--- config.mk ---
export PLATFORM = sky130hd
export DESIGN_NAME = pipe_ctrl_unit
export DESIGN_NICKNAME = d
export VERILOG_FILES = /design/src/rtl/pcu_pkg.sv /design/src/rtl/pcu_decode.sv /design/src/rtl/pipe_ctrl_unit.sv
export SDC_FILE = /design/constraint.sdc
export NUM_CORES = 1
export LEC_CHECK = 0
export ABC_AREA = 0
export ABC_CLOCK_PERIOD_IN_PS = 2500
export CAP_MARGIN = 0
export CORE_AREA = 2 2 66 68
export DETAILED_ROUTE_END_ITERATION = 10
export DIE_AREA = 0 0 68 70
export MAX_ROUTING_LAYER = met4
export PLACE_DENSITY = 0.77
export SLEW_MARGIN = 20
export SYNTH_ARGS = -nofsm -noshare
export SYNTH_HDL_FRONTEND = slang
export SYNTH_HIERARCHICAL = 1
export SYNTH_SLANG_ARGS = --single-unit
--- constraint.sdc ---
create_clock -name clk -period 2.5 [get_ports clk]
set_input_delay 0.25 -clock clk [delete_from_list [all_inputs] [get_ports clk]]
set_output_delay 0.25 -clock clk [all_outputs]
set_load 0.005 [all_outputs]
--- src/rtl/pcu_pkg.sv ---
// pcu_pkg: shared definitions for the pipelined control unit.
//   - opcode / funct encodings decoded in ID
//   - ALU operation and write-back source encodings
//   - ctrl_t: the control bundle carried through ID/EX, EX/MEM and MEM/WB
//   - CTRL_NOP: the all-zero bubble
//   - is_r_funct(): the set of R-type funct codes this pipeline accepts
package pcu_pkg;

    localparam logic [5:0] OP_RTYPE    = 6'b000000;
    localparam logic [5:0] OP_LW       = 6'b100011;
    localparam logic [5:0] OP_SW       = 6'b101011;
    localparam logic [5:0] OP_ADDI     = 6'b001000;
    localparam logic [5:0] OP_ORI      = 6'b001101;
    localparam logic [5:0] OP_ANDI     = 6'b001100;
    localparam logic [5:0] OP_SLTI     = 6'b001010;
    localparam logic [5:0] OP_LUI      = 6'b001111;
    localparam logic [5:0] OP_BEQ      = 6'b000100;
    localparam logic [5:0] OP_BNE      = 6'b000101;
    localparam logic [5:0] OP_J        = 6'b000010;
    localparam logic [5:0] OP_JAL      = 6'b000011;
    localparam logic [5:0] OP_SPECIAL2 = 6'b011100;

    localparam logic [5:0] FN_JR  = 6'b001000;
    localparam logic [5:0] FN_MUL = 6'b000010;

    typedef enum logic [2:0] {
        ALU_ADD = 3'b000,
        ALU_SUB = 3'b001,
        ALU_R   = 3'b010,
        ALU_OR  = 3'b011,
        ALU_AND = 3'b100,
        ALU_SLT = 3'b101,
        ALU_LUI = 3'b110,
        ALU_MUL = 3'b111
    } aluop_e;

    typedef enum logic [1:0] {
        WB_ALU = 2'b00,
        WB_MEM = 2'b01,
        WB_PC8 = 2'b10
    } memtoreg_e;

    typedef struct packed {
        logic      alusrc;
        aluop_e    aluop;
        logic      branch;
        logic      bne;
        logic      jump;
        logic      jr;
        logic      mem_read;
        logic      mem_write;
        logic      regwrite;
        memtoreg_e memtoreg;
        logic [4:0] wreg;
    } ctrl_t;

    localparam ctrl_t CTRL_NOP = '0;

    // ALU-type R functs handled by the datapath (jr is decoded separately).
    function automatic logic is_r_funct(input logic [5:0] funct);
        case (funct)
            6'b000000, 6'b000010, 6'b000011,              // sll srl sra
            6'b100000, 6'b100001, 6'b100010, 6'b100011,   // add addu sub subu
            6'b100100, 6'b100101, 6'b100110, 6'b100111,   // and or xor nor
            6'b101010, 6'b101011:                         // slt sltu
                return 1'b1;
            default:
                return 1'b0;
        endcase
    endfunction

endpackage

--- src/rtl/pcu_decode.sv ---
// pcu_decode: purely combinational ID-stage decoder.
// Optional feature macro: PCU_MUL_EN (adds mul, opcode 011100 / funct 000010).
// Ports:
//   valid    in   IF/ID holds a real instruction (0 decodes as a bubble)
//   opcode   in   instruction [31:26]
//   funct    in   instruction [5:0]
//   rt, rd   in   candidate destination register indices
//   ctrl     out  decoded control bundle
//   illegal  out  valid instruction with undefined encoding
//   reads_rt out  instruction uses rt as a source (R-type, sw, beq, bne)
module pcu_decode
    import pcu_pkg::*;
#(
    parameter int RA_REG = 31
) (
    input  logic       valid,
    input  logic [5:0] opcode,
    input  logic [5:0] funct,
    input  logic [4:0] rt,
    input  logic [4:0] rd,
    output ctrl_t      ctrl,
    output logic       illegal,
    output logic       reads_rt
);

    always_comb begin
        // NOTE: every output gets a default first so no path leaves one unassigned (no latch).
        ctrl     = CTRL_NOP;
        illegal  = 1'b0;
        reads_rt = 1'b0;

        case (opcode)
            OP_RTYPE: begin
                reads_rt   = 1'b1;
                ctrl.aluop = ALU_R;
                if (funct == FN_JR) begin
                    ctrl.jr = 1'b1;
                end else if (is_r_funct(funct)) begin
                    ctrl.regwrite = 1'b1;
                    ctrl.wreg     = rd;
                end else begin
                    ctrl    = CTRL_NOP;
                    illegal = 1'b1;
                end
            end
            OP_LW: begin
                ctrl.alusrc   = 1'b1;
                ctrl.mem_read = 1'b1;
                ctrl.regwrite = 1'b1;
                ctrl.memtoreg = WB_MEM;
                ctrl.wreg     = rt;
            end
            OP_SW: begin
                reads_rt       = 1'b1;
                ctrl.alusrc    = 1'b1;
                ctrl.mem_write = 1'b1;
            end
            OP_ADDI, OP_ORI, OP_ANDI, OP_SLTI, OP_LUI: begin
                ctrl.alusrc   = 1'b1;
                ctrl.regwrite = 1'b1;
                ctrl.wreg     = rt;
                case (opcode)
                    OP_ORI:  ctrl.aluop = ALU_OR;
                    OP_ANDI: ctrl.aluop = ALU_AND;
                    OP_SLTI: ctrl.aluop = ALU_SLT;
                    OP_LUI:  ctrl.aluop = ALU_LUI;
                    default: ctrl.aluop = ALU_ADD;
                endcase
            end
            OP_BEQ: begin
                reads_rt    = 1'b1;
                ctrl.aluop  = ALU_SUB;
                ctrl.branch = 1'b1;
            end
            OP_BNE: begin
                reads_rt   = 1'b1;
                ctrl.aluop = ALU_SUB;
                ctrl.bne   = 1'b1;
            end
            OP_J: begin
                ctrl.jump = 1'b1;
            end
            OP_JAL: begin
                ctrl.jump     = 1'b1;
                ctrl.regwrite = 1'b1;
                ctrl.memtoreg = WB_PC8;
                ctrl.wreg     = 5'(RA_REG);
            end
`ifdef PCU_MUL_EN
            OP_SPECIAL2: begin
                if (funct == FN_MUL) begin
                    ctrl.aluop    = ALU_MUL;
                    ctrl.regwrite = 1'b1;
                    ctrl.wreg     = rd;
                end else begin
                    illegal = 1'b1;
                end
            end
`endif
            default: begin
                illegal = 1'b1;
            end
        endcase

        // Writes to r0 are discarded at decode so later stages never see them.
        if (ctrl.wreg == 5'd0) begin
            ctrl.regwrite = 1'b0;
        end

        if (!valid) begin
            ctrl     = CTRL_NOP;
            illegal  = 1'b0;
            reads_rt = 1'b0;
        end
    end

endmodule

--- src/rtl/pipe_ctrl_unit.sv ---
// pipe_ctrl_unit: pipelined main control. Decodes the IF/ID instruction into a
// ctrl_t bundle and carries it through ID/EX, EX/MEM and MEM/WB; detects
// load-use hazards and inserts bubbles on stall or flush.
// Optional feature macro: PCU_MUL_EN (multi-cycle mul holding EX for MUL_LAT cycles).
// Ports:
//   clk, reset             clock, synchronous active-high reset
//   id_valid/opcode/funct  IF/ID instruction fields
//   id_rs/id_rt/id_rd      register indices of the ID instruction
//   ex_flush               kill the ID instruction (branch/jump resolved in EX)
//   stall                  hold PC and IF/ID this cycle
//   illegal                ID holds a valid undefined encoding (combinational)
//   ex_*                   EX-stage controls (ID/EX register)
//   mem_read/mem_write     MEM-stage controls (EX/MEM register)
//   wb_*                   WB-stage controls (MEM/WB register)
module pipe_ctrl_unit
    import pcu_pkg::*;
#(
    parameter int ALUOP_W = 3,
    parameter int MUL_LAT = 4,
    parameter int RA_REG  = 31
) (
    input  logic               clk,
    input  logic               reset,
    input  logic               id_valid,
    input  logic [5:0]         id_opcode,
    input  logic [5:0]         id_funct,
    input  logic [4:0]         id_rs,
    input  logic [4:0]         id_rt,
    input  logic [4:0]         id_rd,
    input  logic               ex_flush,
    output logic               stall,
    output logic               illegal,
    output logic               ex_alusrc,
    output logic [ALUOP_W-1:0] ex_aluop,
    output logic               ex_branch,
    output logic               ex_bne,
    output logic               ex_jump,
    output logic               ex_jr,
    output logic               ex_mul_busy,
    output logic               mem_read,
    output logic               mem_write,
    output logic               wb_regwrite,
    output logic [1:0]         wb_memtoreg,
    output logic [4:0]         wb_wreg
);

    ctrl_t id_ctrl;
    logic  id_reads_rt;
    ctrl_t idex_q,  idex_d;
    ctrl_t exmem_q, exmem_d;
    ctrl_t memwb_q, memwb_d;
    logic  load_use;
    logic  mul_busy;

    pcu_decode #(.RA_REG(RA_REG)) u_decode (
        .valid    (id_valid),
        .opcode   (id_opcode),
        .funct    (id_funct),
        .rt       (id_rt),
        .rd       (id_rd),
        .ctrl     (id_ctrl),
        .illegal  (illegal),
        .reads_rt (id_reads_rt)
    );

    // A load in EX whose result is needed by the ID instruction.
    assign load_use = id_valid && idex_q.mem_read && (idex_q.wreg != 5'd0) &&
                      ((idex_q.wreg == id_rs) || (id_reads_rt && (idex_q.wreg == id_rt)));

    // Flush overrides a load-use stall; a busy mul always stalls.
    assign stall = (load_use && !ex_flush) || mul_busy;

`ifdef PCU_MUL_EN
    logic [3:0] mul_cnt_q, mul_cnt_d;

    assign mul_busy = (mul_cnt_q != 4'd0);

    always_comb begin
        mul_cnt_d = mul_cnt_q;
        if (mul_busy) begin
            mul_cnt_d = mul_cnt_q - 4'd1;
        end else if (!ex_flush && !load_use && (id_ctrl.aluop == ALU_MUL)) begin
            // The mul is entering EX now; it stays there MUL_LAT cycles in total.
            mul_cnt_d = 4'(MUL_LAT - 1);
        end
    end

    always_ff @(posedge clk) begin
        if (reset) begin
            mul_cnt_q <= 4'd0;
        end else begin
            mul_cnt_q <= mul_cnt_d;
        end
    end
`else
    assign mul_busy = 1'b0;
`endif

    always_comb begin
        if (mul_busy) begin
            idex_d = idex_q;
        end else if (ex_flush || load_use) begin
            idex_d = CTRL_NOP;
        end else begin
            idex_d = id_ctrl;
        end
        exmem_d = mul_busy ? CTRL_NOP : idex_q;
        memwb_d = exmem_q;
    end

    always_ff @(posedge clk) begin
        // NOTE: non-blocking assignments so every stage samples the previous stage's old value.
        if (reset) begin
            idex_q  <= CTRL_NOP;
            exmem_q <= CTRL_NOP;
            memwb_q <= CTRL_NOP;
        end else begin
            idex_q  <= idex_d;
            exmem_q <= exmem_d;
            memwb_q <= memwb_d;
        end
    end

    assign ex_alusrc   = idex_q.alusrc;
    assign ex_aluop    = ALUOP_W'(idex_q.aluop);
    assign ex_branch   = idex_q.branch;
    assign ex_bne      = idex_q.bne;
    assign ex_jump     = idex_q.jump;
    assign ex_jr       = idex_q.jr;
    assign ex_mul_busy = mul_busy;
    assign mem_read    = exmem_q.mem_read;
    assign mem_write   = exmem_q.mem_write;
    assign wb_regwrite = memwb_q.regwrite;
    assign wb_memtoreg = memwb_q.memtoreg;
    assign wb_wreg     = memwb_q.wreg;

endmodule

==> results of run 1 <==
## area by class of cell
type	count	area [um^2]	share of cell area, %
clock inverter	3	18.8	0.720
multi-input combinational	157	1000	38.5
timing repair buffer	78	718	27.6
inverter	3	11.3	0.432
tap	52	65.1	2.50
clock buffer	5	68.8	2.64
sequential	36	721	27.7
## synth_stat cells, types with 2 or more instances
cell type,n
a21boi_1,5
buf_6,2
a2111oi_0,2
nand2b_1,4
buf_2,2
buf_4,4
xnor2_1,10
a21o_1,2
a21oi_2,10
or3b_2,2
nor3_1,4
clkbuf_1,8
inv_1,3
or3_1,4
nand4_1,3
a21oi_1,18
nor4_1,4
or4_4,2
o21ai_0,5
o21ai_1,2
nor2b_1,22
nand2_1,28
and3b_1,2
nor2_1,6
dfxtp_1,36
or4_1,2
## stage by stage
stage / total power, mW / TNS, ns / instances / area [um^2]
global placement: 0.764 / -0.217 / 326 / 2500
CTS: 1.16 / -0.0441 / 334 / 2590
finish: 1.15 / 0 / 334 / 2610
detailed placement: 0.763 / -0.194 / 326 / 2500
floorplan: 0.664 / 0 / 213 / 1840
global route: 1.20 / 0 / 334 / 2610
## cell usage in the layout, fill, tap and decap left out, types with 3 or more instances in the layout
master           netlist  final
a21boi_1               5      5
a21oi_1               18     17
a21oi_2               10     11
buf_4                  4     28
clkbuf_8               0      5
clkdlybuf4s50_1        0     44
dfxtp_1               36     36
dlymetal6s2s_1         0      4
inv_1                  3      3
nand2_1               28     28
nand2b_1               4      4
nand4_1                3      3
nor2_1                 6      6
nor2b_1               22     22
nor3_1                 4      4
nor4_1                 4      4
o21ai_0                5      5
or3_1                  4      4
or4_4                  2      3
xnor2_1               10     10
## power breakdown
part	switching, mW	internal (mW)
registers	0.000991	0.575
clock network	0.208	0.194
logic	0.0772	0.0965
## routing by layer
metal	wire (um)	global-route usage (%)	up-vias
met3	222	4.51	10
met4	106	8.44	0
li1	-	-	868
met2	2200	34.6	47
met1	1860	23.6	775
met5	0	-	-
## sequential cells by signal, indices dropped and copies added, names as in the netlist, 2 cells and up
name and cells:
ex_aluop 3, wb_memtoreg 2, exmem_d 10, exmem_q 8, wb_wreg 5
## cell families (layout without fill, tap and decap cells)
logic type      count (synthesis)  after routing  share of synthesized area (%)
buf+inv                        20             89                           6.73
compound gates                 50             50                           18.8
simple gates                   95             95                           29.7
flops                          36             36                           39.2
mux                             1              1                          0.544
xor+xnor                       10             10                           4.76
other cells                     1              1                          0.204
## what timing repair did
action                     4_1_cts  5_1_grt
pin swaps                        1        3
setup endpoints to repair        2        2
gates resized for setup          3        5
## worst max-delay path by stage
stage	startpoint	endpoint	slack, ns	depth (start not counted)
final	id_opcode[1]	illegal	0.28	8
after global routing	id_opcode[4]	ex_aluop[1]	0.09	8
after CTS	id_opcode[0]	stall	-0.04	8
after detailed placement	id_opcode[5]	stall	-0.08	7
after global placement	id_opcode[2]	ex_aluop[1]	-0.1	9
after floorplan	id_opcode[4]	exmem_d[7]	0.55	8
==> summary.md, run 1 <==
| Metric | Value |
|---|---|
| Outcome | `complete, no violations` |
| Length in cells of the worst reg-to-reg path | `4` |
| Unique masters post-synth | `47` |
| Number of inserted filler cells in the final layout | `383` |
| Number of clock buffers inserted by TritonCTS | `5` |
| Final number of max-transition violations | `0` |
| Setup repair after global routing missed its margin | `no` |
| R2R setup slack | `0.95 ns` |
| Worst path bufs/invs | `3` |
| Number of rows created at floorplan | `24` |
| Post-synthesis area per instance | `8.64 um^2` |
| Starting Density | `44.4%` |
| Worst flop-to-flop path endpoint | `exmem_d[6]` |
| Buffer depth of the longest clock path | `2` |
| Kind of end point of the critical path | `output pin` |
| Synthesized instance count | `213` |
| Total global routing overflow | `0` |
| Synth Flop Type | `dfxtp_1` |
| Clock slew at reported path FFs | `0.07 ns` |
| Detailed Route WL | `4390 um` |
| CTS tree | `done` |
| H-tree lvl count | `2` |
| Final setup violation count | `0` |
| Remaining DRCs | `0` |
| Fraction of the yosys area taken by sequential cells | `39.2%` |
| CP Cell Sequence | `clkdlybuf4s50_1, buf_4, nand2_1, or3b_1, a21oi_1, or3_1, a21oi_1, dlygate4sd2_1` |
| Maximum number of pins on one net before global-route repair | `20` |
| I/O Buffers | `50` |
| Min-delay worst type | `flop to flop` |
| Horiz. Die Dim | `68 um` |
| Number of hold buffers added after cts | `0` |
| HPWL after detailed placement | `3440 um` |
| Setup WS post-layout | `0.284 ns` |
| RR Startpoint | `exmem_d[2]` |
| Terminating pin of the worst hold path | `wb_wreg[3]` |
| Endpoints failing hold | `0` |
| Top fanout value on the critical path | `7` |
| Count of inserted antenna diode cells | `0` |
| Area share of the largest cell type after synthesis | `39.2%` |
| Postcts setup bufs | `0` |
| Max Cap Violations | `0` |
| Hold Path Stages | `1` |
| Synthesis-to-finish area growth | `41.6%` |
| Worst-path cell with the longest stage delay | `clkdlybuf4s50_1` |
| Power per unit of standard cell area | `442 nW/um^2` |
| Clock root buffer | `clkbuf_8` |
| Endpoint arrival time on the critical path | `1.97 ns` |
| Core ar. | `4140 um^2` |
| Die footprint | `4760 um^2` |
| Clk Latency, worst-skew pair | `0.28 ns` |
| I/O pins | `52` |
| Worst hold slack after final layout | `0.437 ns` |
| Startpoint of the most critical hold path | `exmem_q[3]` |
| Post-detailed-route wirelength per cell | `13.1 um` |
| Aggregate global-route resource usage | `20.8%` |
| Maximum operating frequency | `0.451 GHz` |
| Worst setup slack before clock tree synthesis | `-0.0848 ns` |
| Async set-reset flop share out of synthesis | `0%` |
| Cell repeated most along the worst path | `a21oi_1` |
| Count of TritonRoute iterations in the first routing pass | `4` |
| Startpoint class of the critical path | `input pin` |
| Clock Skew | `0.00330 ns` |
| Number of antenna violations at the first check in global routing | `0` |
| Critical setup path kind | `input pin to output pin` |
| Area contributors post-synth | `dfxtp_1 (39%), nor2b_1 (7.5%), nand2_1 (5.7%)` |
| Required @ worst endpoint | `2.25 ns` |
| Largest delay contributor family on the critical path | `buffers and inverters` |
| Final design utilization | `62.9%` |
| Synthesized netlist net count | `244` |
| Number of warnings issued by yosys | `6` |
| Share of post-route cells with drive strength above 1 | `20.6%` |
| Number of global-route vias before repair | `1655` |
| Cell taking the most area after synthesis | `dfxtp_1` |
| Number of sinks handled by clock tree synthesis | `36` |
| Initial detailed-routing violation count | `85` |
| Netlist area before placement | `1840 um^2` |
| Max rail drop VDD | `0.178 mV` |
| Antenna viol nets, final | `0` |
| Nets | `312` |
| Final weighted congestion of routability-driven global placement | `0.873` |
| Crit-path max cell delay | `0.48 ns` |
| Final worst-path cycle share | `88.6%` |
| Via count normalized by instance count | `5.09` |
| First-pass GRT wire length | `7360 um` |
| Register bit total from synthesis | `36` |
| Vias after detailed routing | `1700` |
| Min cycle time layout | `2.22 ns` |
| Die Y | `70 um` |
| EDFF count, synth | `0` |
| Standby leakage power | `1.02 nW` |
Note: power is estimated with default switching activity, not from simulation.
==> run 2, diff against run 1 <==
--- a/config.mk
+++ b/config.mk
@@ -13,6 +13,7 @@
 export DIE_AREA = 0 0 68 70
 export MAX_ROUTING_LAYER = met4
 export PLACE_DENSITY = 0.77
+export SKIP_LAST_GASP = 1
 export SLEW_MARGIN = 20
 export SYNTH_ARGS = -nofsm -noshare
 export SYNTH_HDL_FRONTEND = slang
==> results of run 2 <==
The final DEF is identical to that of run 1; final timing and power are the same.
